File: src/rtl/mini_core_pkg.sv
// Shared definitions for the mini-core: widths, opcodes, execute-stage states
// and the single-cycle ALU helper.
package mini_core_pkg;

  localparam int DATA_W    = 6;
  localparam int ADR_W     = 6;
  localparam int MUL_STEPS = DATA_W;
  localparam int CNT_W     = $clog2(MUL_STEPS);

  localparam logic [CNT_W-1:0] CNT_ZERO  = CNT_W'(0);
  localparam logic [CNT_W-1:0] CNT_ONE   = CNT_W'(1);
  localparam logic [CNT_W-1:0] LAST_STEP = CNT_W'(MUL_STEPS - 1);

  localparam logic [1:0] OP_ADD = 2'b00;
  localparam logic [1:0] OP_SUB = 2'b01;
  localparam logic [1:0] OP_AND = 2'b10;
  localparam logic [1:0] OP_MUL = 2'b11;

  typedef enum logic [1:0] {
    IDLE = 2'b00,
    MUL  = 2'b01,
    HALT = 2'b10
  } state_t;

  // Single-cycle ALU; results wrap modulo 2^DATA_W, MUL is handled elsewhere.
  function automatic logic [DATA_W-1:0] alu_single(input logic [1:0]        op,
                                                   input logic [DATA_W-1:0] a,
                                                   input logic [DATA_W-1:0] b);
    logic [DATA_W-1:0] r;
    case (op)
      OP_ADD:  r = a + b;
      OP_SUB:  r = a - b;
      OP_AND:  r = a & b;
      default: r = {DATA_W{1'b0}};
    endcase
    return r;
  endfunction

endpackage

File: src/rtl/ex_wb_if.sv
// Bundle between load stage / data memory and the execute/write-back stage.
interface ex_wb_if;
  import mini_core_pkg::*;

  logic              halted;
  logic [ADR_W-1:0]  write_adr;
  logic [1:0]        alu_inst;
  logic [DATA_W-1:0] data_1;
  logic [DATA_W-1:0] data_2;
  logic              data_mem_write;
  logic              freeze;
  logic              mem_wr_en;
  logic [ADR_W-1:0]  mem_wr_adr;
  logic [DATA_W-1:0] mem_wr_data;
  logic              core_halted;

  // Execute stage side.
  modport slave (
    input  halted, write_adr, alu_inst, data_1, data_2, data_mem_write,
    output freeze, mem_wr_en, mem_wr_adr, mem_wr_data, core_halted
  );

  // Load stage / environment side.
  modport master (
    output halted, write_adr, alu_inst, data_1, data_2, data_mem_write,
    input  freeze, mem_wr_en, mem_wr_adr, mem_wr_data, core_halted
  );

endinterface

File: src/rtl/ex_wb_mul_seq.sv
// Iterative shift-add multiplier: one multiplier bit per cycle, MUL_STEPS
// cycles after start. done/product are valid combinationally on the last step
// so the caller can register the result on that same edge.
module mul_seq
  import mini_core_pkg::*;
(
  input  logic              clk,
  input  logic              rst_n,
  input  logic              start,
  input  logic [DATA_W-1:0] a,
  input  logic [DATA_W-1:0] b,
  output logic              busy,
  output logic              done,
  output logic [DATA_W-1:0] product
);

  logic [DATA_W-1:0] mcand_r;
  logic [DATA_W-1:0] mplier_r;
  logic [DATA_W-1:0] acc_r;
  logic [CNT_W-1:0]  cnt_r;
  logic              busy_r;
  logic [DATA_W-1:0] addend_s;
  logic [DATA_W-1:0] sum_s;
  logic              last_s;

  // Partial-product add for the current multiplier bit.
  always_comb begin
    addend_s = {DATA_W{1'b0}};
    if (mplier_r[0]) begin
      addend_s = mcand_r;
    end else begin
      addend_s = {DATA_W{1'b0}};
    end
    sum_s  = acc_r + addend_s;
    last_s = busy_r && (cnt_r == LAST_STEP);
  end

  // Iteration state: load on start, then shift/accumulate until the last step.
  always_ff @(posedge clk) begin
    if (!rst_n) begin
      mcand_r  <= {DATA_W{1'b0}};
      mplier_r <= {DATA_W{1'b0}};
      acc_r    <= {DATA_W{1'b0}};
      cnt_r    <= CNT_ZERO;
      busy_r   <= 1'b0;
    end else if (start) begin
      mcand_r  <= a;
      mplier_r <= b;
      acc_r    <= {DATA_W{1'b0}};
      cnt_r    <= CNT_ZERO;
      busy_r   <= 1'b1;
    end else if (busy_r) begin
      acc_r    <= sum_s;
      mcand_r  <= mcand_r << 1;
      mplier_r <= mplier_r >> 1;
      if (last_s) begin
        cnt_r  <= CNT_ZERO;
        busy_r <= 1'b0;
      end else begin
        cnt_r  <= cnt_r + CNT_ONE;
      end
    end else begin
      busy_r <= 1'b0;
    end
  end

  assign busy    = busy_r;
  assign done    = last_s;
  assign product = sum_s;

endmodule

File: src/rtl/ex_wb.sv
// Execute/write-back stage: single-cycle ALU ops retire the cycle after
// capture, MUL runs on the iterative multiplier while freezing the load stage,
// HALT parks the stage until reset.
module ex_wb
  import mini_core_pkg::*;
(
  input  logic    clk,
  input  logic    rst_n,
  ex_wb_if.slave  bus
);

  state_t            state_r;
  state_t            state_nxt;
  logic              wr_en_r;
  logic [ADR_W-1:0]  wr_adr_r;
  logic [DATA_W-1:0] wr_data_r;
  logic              halted_r;
  logic [ADR_W-1:0]  mul_adr_r;

  logic              wr_en_nxt;
  logic [ADR_W-1:0]  wr_adr_nxt;
  logic [DATA_W-1:0] wr_data_nxt;
  logic              halted_nxt;
  logic [ADR_W-1:0]  mul_adr_nxt;
  logic              mul_start_s;

  logic              mul_busy_s;
  logic              mul_done_s;
  logic [DATA_W-1:0] mul_product_s;

  mul_seq u_mul (
    .clk     (clk),
    .rst_n   (rst_n),
    .start   (mul_start_s),
    .a       (bus.data_1),
    .b       (bus.data_2),
    .busy    (mul_busy_s),
    .done    (mul_done_s),
    .product (mul_product_s)
  );

  // FSM state register.
  always_ff @(posedge clk) begin
    if (!rst_n) begin
      state_r <= IDLE;
    end else begin
      state_r <= state_nxt;
    end
  end

  // Next-state: halt beats everything, MUL waits for the multiplier's last step.
  always_comb begin
    state_nxt = state_r;
    case (state_r)
      IDLE: begin
        if (bus.halted) begin
          state_nxt = HALT;
        end else if (bus.data_mem_write && (bus.alu_inst == OP_MUL)) begin
          state_nxt = MUL;
        end else begin
          state_nxt = IDLE;
        end
      end
      MUL: begin
        // A multiplier that is no longer busy cannot finish; recover to IDLE.
        if (mul_done_s || !mul_busy_s) begin
          state_nxt = IDLE;
        end else begin
          state_nxt = MUL;
        end
      end
      HALT:    state_nxt = HALT;
      default: state_nxt = IDLE;
    endcase
  end

  // Output decode: next values of the write port, halt flag and MUL capture.
  always_comb begin
    wr_en_nxt   = 1'b0;
    wr_adr_nxt  = wr_adr_r;
    wr_data_nxt = wr_data_r;
    halted_nxt  = halted_r;
    mul_adr_nxt = mul_adr_r;
    mul_start_s = 1'b0;
    case (state_r)
      IDLE: begin
        if (bus.halted) begin
          halted_nxt = 1'b1;
        end else if (bus.data_mem_write) begin
          if (bus.alu_inst == OP_MUL) begin
            mul_start_s = 1'b1;
            mul_adr_nxt = bus.write_adr;
          end else begin
            wr_en_nxt   = 1'b1;
            wr_adr_nxt  = bus.write_adr;
            wr_data_nxt = alu_single(bus.alu_inst, bus.data_1, bus.data_2);
          end
        end else begin
          wr_en_nxt = 1'b0;
        end
      end
      MUL: begin
        if (mul_done_s) begin
          wr_en_nxt   = 1'b1;
          wr_adr_nxt  = mul_adr_r;
          wr_data_nxt = mul_product_s;
        end else begin
          wr_en_nxt = 1'b0;
        end
      end
      HALT: begin
        halted_nxt = 1'b1;
      end
      default: begin
        wr_en_nxt = 1'b0;
      end
    endcase
  end

  // Registered write port, sticky halt flag and latched MUL destination.
  always_ff @(posedge clk) begin
    if (!rst_n) begin
      wr_en_r   <= 1'b0;
      wr_adr_r  <= {ADR_W{1'b0}};
      wr_data_r <= {DATA_W{1'b0}};
      halted_r  <= 1'b0;
      mul_adr_r <= {ADR_W{1'b0}};
    end else begin
      wr_en_r   <= wr_en_nxt;
      wr_adr_r  <= wr_adr_nxt;
      wr_data_r <= wr_data_nxt;
      halted_r  <= halted_nxt;
      mul_adr_r <= mul_adr_nxt;
    end
  end

  assign bus.freeze      = (state_r != IDLE);
  assign bus.mem_wr_en   = wr_en_r;
  assign bus.mem_wr_adr  = wr_adr_r;
  assign bus.mem_wr_data = wr_data_r;
  assign bus.core_halted = halted_r;

endmodule
File: src/flat_wrapper.sv
// flat-port wrapper written by rule: the top's interface ports become plain ports
module ex_wb_flat import mini_core_pkg::*;
  (clk, rst_n, bus_halted, bus_write_adr, bus_alu_inst, bus_data_1, bus_data_2, bus_data_mem_write, bus_freeze, bus_mem_wr_en, bus_mem_wr_adr, bus_mem_wr_data, bus_core_halted);
  ex_wb_if bus_i ();
  input  logic clk;
  input  logic rst_n;
  input wire logic [$bits(bus_i.halted)-1:0] bus_halted;
  input wire logic [$bits(bus_i.write_adr)-1:0] bus_write_adr;
  input wire logic [$bits(bus_i.alu_inst)-1:0] bus_alu_inst;
  input wire logic [$bits(bus_i.data_1)-1:0] bus_data_1;
  input wire logic [$bits(bus_i.data_2)-1:0] bus_data_2;
  input wire logic [$bits(bus_i.data_mem_write)-1:0] bus_data_mem_write;
  output wire logic [$bits(bus_i.freeze)-1:0] bus_freeze;
  output wire logic [$bits(bus_i.mem_wr_en)-1:0] bus_mem_wr_en;
  output wire logic [$bits(bus_i.mem_wr_adr)-1:0] bus_mem_wr_adr;
  output wire logic [$bits(bus_i.mem_wr_data)-1:0] bus_mem_wr_data;
  output wire logic [$bits(bus_i.core_halted)-1:0] bus_core_halted;
  assign bus_i.halted = bus_halted;
  assign bus_i.write_adr = bus_write_adr;
  assign bus_i.alu_inst = bus_alu_inst;
  assign bus_i.data_1 = bus_data_1;
  assign bus_i.data_2 = bus_data_2;
  assign bus_i.data_mem_write = bus_data_mem_write;
  assign bus_freeze = bus_i.freeze;
  assign bus_mem_wr_en = bus_i.mem_wr_en;
  assign bus_mem_wr_adr = bus_i.mem_wr_adr;
  assign bus_mem_wr_data = bus_i.mem_wr_data;
  assign bus_core_halted = bus_i.core_halted;
  ex_wb u_core (.clk(clk), .rst_n(rst_n), .bus(bus_i));
endmodule
File: config.mk
export PLATFORM = sky130hd
export DESIGN_NAME = ex_wb_flat
export DESIGN_NICKNAME = d
export VERILOG_FILES = /design/src/rtl/mini_core_pkg.sv /design/src/rtl/ex_wb_if.sv /design/src/rtl/ex_wb_mul_seq.sv /design/src/rtl/ex_wb.sv /design/src/flat_wrapper.sv
export SDC_FILE = /design/constraint.sdc
export NUM_CORES = 1
export LEC_CHECK = 0
export ABC_AREA = 1
export BUFFER_PORTS_ARGS = -buffer_cell sky130_fd_sc_hd__buf_2
export CORE_MARGIN = 1.5
export CORE_UTILIZATION = 51
export CTS_CLUSTER_SIZE = 12
export DETAILED_ROUTE_END_ITERATION = 8
export PLACE_DENSITY = 0.75
export SLEW_MARGIN = 20
export SYNTH_ARGS = -nofsm -noshare
export SYNTH_HDL_FRONTEND = slang
export SYNTH_HIERARCHICAL = 1
export SYNTH_SLANG_ARGS = --single-unit
File: constraint.sdc
create_clock -name clk -period 1.8 [get_ports clk]
set_clock_uncertainty 0.15 [all_clocks]
set_input_delay 0.09 -clock clk [delete_from_list [all_inputs] [get_ports clk]]
set_output_delay 0.09 -clock clk [all_outputs]
set_load 0.005 [all_outputs]
==> key figures <==
Clocking
  • Clock Tree Root: clkbuf_8
  • Clock sink total: 44
  • Worst-path clk slew: 90 ps
  • Num CTS Buffers: 5
  • Latest clock arrival within the worst-skew pair: 300 ps
  • CTS tree: yes
  • Htree depth: 2
  • Worst-case clock buffer depth: 2

Final layout
  • Most frequent cells in the layout: 81 x nand2_1, 44 x inv_1, 42 x dfxtp_1
  • Post-layout util: 69.5%
  • Most common cell after layout, fill and taps aside: nand2_1
  • Final Instance Count excl. Fillers: 525
  • # nets final: 494
  • Layout cells sized above 1: 31.0%
  • Area growth syn-to-layout: 32.4%
  • Ant. Diodes: 0

Timing
  • WHS: 16.2 ps
  • Unrepaired setup endpoints after global routing: yes
  • Final period utilization: 109%
  • Fmax: 0.510 GHz
  • Max-slew headroom: 67.1%
  • # setup viols final: 4
  • Final hold vios: 0
  • Final Max Tran Viols: 0
  • Worst Tran Pin Value: 492 ps
  • Setup WS post-layout: -161 ps
  • Post-layout min period: 1960 ps

Pwr
  • PD cells: 662 nW/um^2
  • Overall power: 2.32 mW
  • Worst VDD drop: 0.000457 V
  • P_leak: 1.68 nW

Detailed routing
  • Drt pass-1 iters: 4
  • Initial DRC count: 215
  • # DRC: 0
  • Routed vias: 2724
  • DRT Wirelength: 6.87 mm
  • Routed len/inst: 13.1 microns
  • DR vias/cell: 5.19
  • Antenna-violating nets left: 0

Die
  • Die Width: 75.1 microns
  • Initial Util: 52.5%
  • FP Rows: 26
  • Core area: 5040 sq um
  • Die span in y: 75.1 microns
  • Io pins: 39
  • Die area: 5630 sq um

Worst hold path
  • Hold path cells: 3
  • WHS Endpoint: u_core/u_mul/mcand_r[3]$_SDFFE_PN0P_
  • Hold Startpoint: bus_data_1[3]
  • Min-delay worst type: in -> reg

Place
  • Cell Count Post-Placement: 502
  • Detailed placement HPWL: 4.91 mm
  • Routability cong.: 0.881
  • Buffers on Ports: 38
  • Pre-CTS setup slack: -275 ps

Logic synthesis
  • Synth area leader: dfxtp_1
  • Library cells used by synthesis: 36
  • Post-synth top flop: dfxtp_1
  • Mapped Area: 2650 sq um
  • Sequential element share of the synthesized area: 33.3%
  • Yosys top cell area share: 33.3%
  • Area contributors post-synth: dfxtp_1 33%, nand2_1 12%, inv_1 6.7%
  • Number of flops mapped to enable cells by yosys: 0
  • Synth warnings: 6
  • Synth Net Count: 408
  • Syn Inst Count: 368
  • Post-Syn Area per Cell: 7.19 sq um
  • Async SR Flop Fraction: 0%
  • FF+latch count, synth: 44

Critical path
  • R2R depth: 14
  • Critical path's slowest cell: dfxtp_2
  • Crit-path max cell delay: 330 ps
  • Worst Path Arrival: 2050 ps
  • Largest fanout on the critical path: 7
  • Delay-heaviest family, CP: simple AND/OR/NAND/NOR gates
  • Top cell by count, worst path: nand2_1
  • CP Cell Sequence: buf_4 > nand2_1 > inv_1 > ha_4 > nand2_1 > inv_1 > nand3_2 > nand2_1 > nand2_1 > nand2_1 > nor2_1 > nor2_1 > nand2_1 > a21oi_2
  • WP data required: 1890 ps
  • Crit end category: register
  • Worst reg2reg setup slack: -160 ps
  • CP startpoint kind: register
  • Worst flop-to-flop path startpoint: u_core/u_mul/mplier_r[0]$_SDFFE_PN0P_
  • Critical path type: reg -> reg
  • R2r endpoint: u_core/bus.mem_wr_data[5]$_SDFFE_PN0P_
  • WP buf/inv: 3

Global routing
  • Largest net degree at the start of global routing: 18
  • First-pass GRT wire length: 10.7 mm
  • Initial antenna violation count: 0
  • Vias in the first global route: 2480
  • Gr usage total: 24.6%
  • Grt total ovfl: 0

Job
  • MaxCap Viol Count: 0

Run status
  • Status: complete, but fails checks
  • Failing checks: negative setup slack
-- Yosys cell counts (2+ instances only) --
master / instances
a211oi_2: 2
a21oi_1: 26
a31oi_1: 8
buf_2: 3
buf_6: 6
dfxtp_1: 44
fa_1: 2
ha_1: 14
inv_1: 47
inv_2: 6
nand2_1: 88
nand2_2: 5
nand3_1: 20
nand3_2: 3
nor2_1: 33
nor2_4: 2
nor3_1: 6
nor3_2: 2
o211ai_1: 3
o21ai_0: 22
o21ai_1: 3
o221ai_2: 5
xnor2_1: 5
-- cell families after synthesis --
kind of cell,Yosys count,synth area share [%]
buffers and inverters,65,11.7
adder cells (fa/ha/maj),16,8.13
AO/OA/AOI/OAI,75,18.0
AND/OR/NAND/NOR,162,26.9
flip-flops,44,33.3
XOR/XNOR,6,1.98
-- routing by layer --
metal / part of all wire [%] / wire length, microns / vias to the layer above / GRT usage [%]
li1: - / - / 1370 / -
met1: 45 / 3070 / 1273 / 31.9
met2: 49 / 3370 / 69 / 41.3
met3: 4.5 / 311 / 12 / 4.28
met4: 1.8 / 121 / 0 / 8.28
met5: 0 / 0 / - / 0
-- where the power goes --
group	total, mW	internal, mW	switching (mW)
clock network	0.789	0.419	0.370
registers	1.04	1.02	0.0251
logic	0.491	0.224	0.267
total	2.32	1.66	0.662
-- worst max-delay path by stage --
stage	startpoint	end	slack, ps	cells past startpoint
after global routing	u_core/u_mul/mplier_r[0]$_SDFFE_PN0P_	u_core/bus.mem_wr_data[4]$_SDFFE_PN0P_	-270	13
final	u_core/u_mul/mplier_r[0]$_SDFFE_PN0P_	u_core/bus.mem_wr_data[5]$_SDFFE_PN0P_	-160	14
after floorplan	u_core/u_mul/mplier_r[0]$_SDFFE_PN0P_	u_core/bus.mem_wr_data[4]$_SDFFE_PN0P_	-90	14
after CTS	u_core/u_mul/mplier_r[0]$_SDFFE_PN0P_	u_core/bus.mem_wr_data[4]$_SDFFE_PN0P_	-140	13
after global placement	bus_data_2[0]	u_core/bus.mem_wr_data[5]$_SDFFE_PN0P_	-220	18
after detailed placement	bus_data_2[0]	u_core/bus.mem_wr_data[5]$_SDFFE_PN0P_	-270	18
-- through the flow --
stage | setup TNS [ps] | area (sq um)
6_report | -454 | 3510
5_1_grt | -1170 | 3510
4_1_cts | -270 | 3410
3_5_place_dp | -1170 | 3120
3_3_place_gp | -994 | 3120
2_1_floorplan | -98.8 | 2670
-- flip-flops by register name, summed over array words and instances (netlist names), 2 cells and up --
name,count
u_core/u_mul/acc_r,6
u_core/u_mul/cnt_r,3
u_core/state_r,2
u_core/u_mul/mplier_r,6
u_core/bus.mem_wr_adr,6
u_core/mul_adr_r,6
u_core/bus.mem_wr_data,6
u_core/u_mul/mcand_r,6
-- final cells by class --
cell class,count,area [sq um]
clock buffers,5,68.8
well taps,70,87.6
flip-flops and latches,44,883
fillers,435,1540
repair buffers,90,617
clock inverters,3,46.3
multi-input cells,259,1600
inverters,54,206
-- repair_timing --
action,in CTS,in global routing
setup buffers,0,2
resized for setup,11,19
endpoints found under the setup margin,7,13
hold buffers,13,0
pin swaps,4,9
endpoints found under the hold margin,20,0
-- worst register-to-register path, stage by stage (launching register included) --
cell	delay, ps
dfxtp_2	330
buf_4	160
nand2_1	70
inv_1	70
ha_4	290
nand2_1	50
inv_1	70
nand3_2	110
nand2_1	80
nand2_1	70
nand2_1	110
nor2_1	60
nor2_1	120
nand2_1	80
a21oi_2	100
Note: power is estimated with default switching activity, not from simulation.
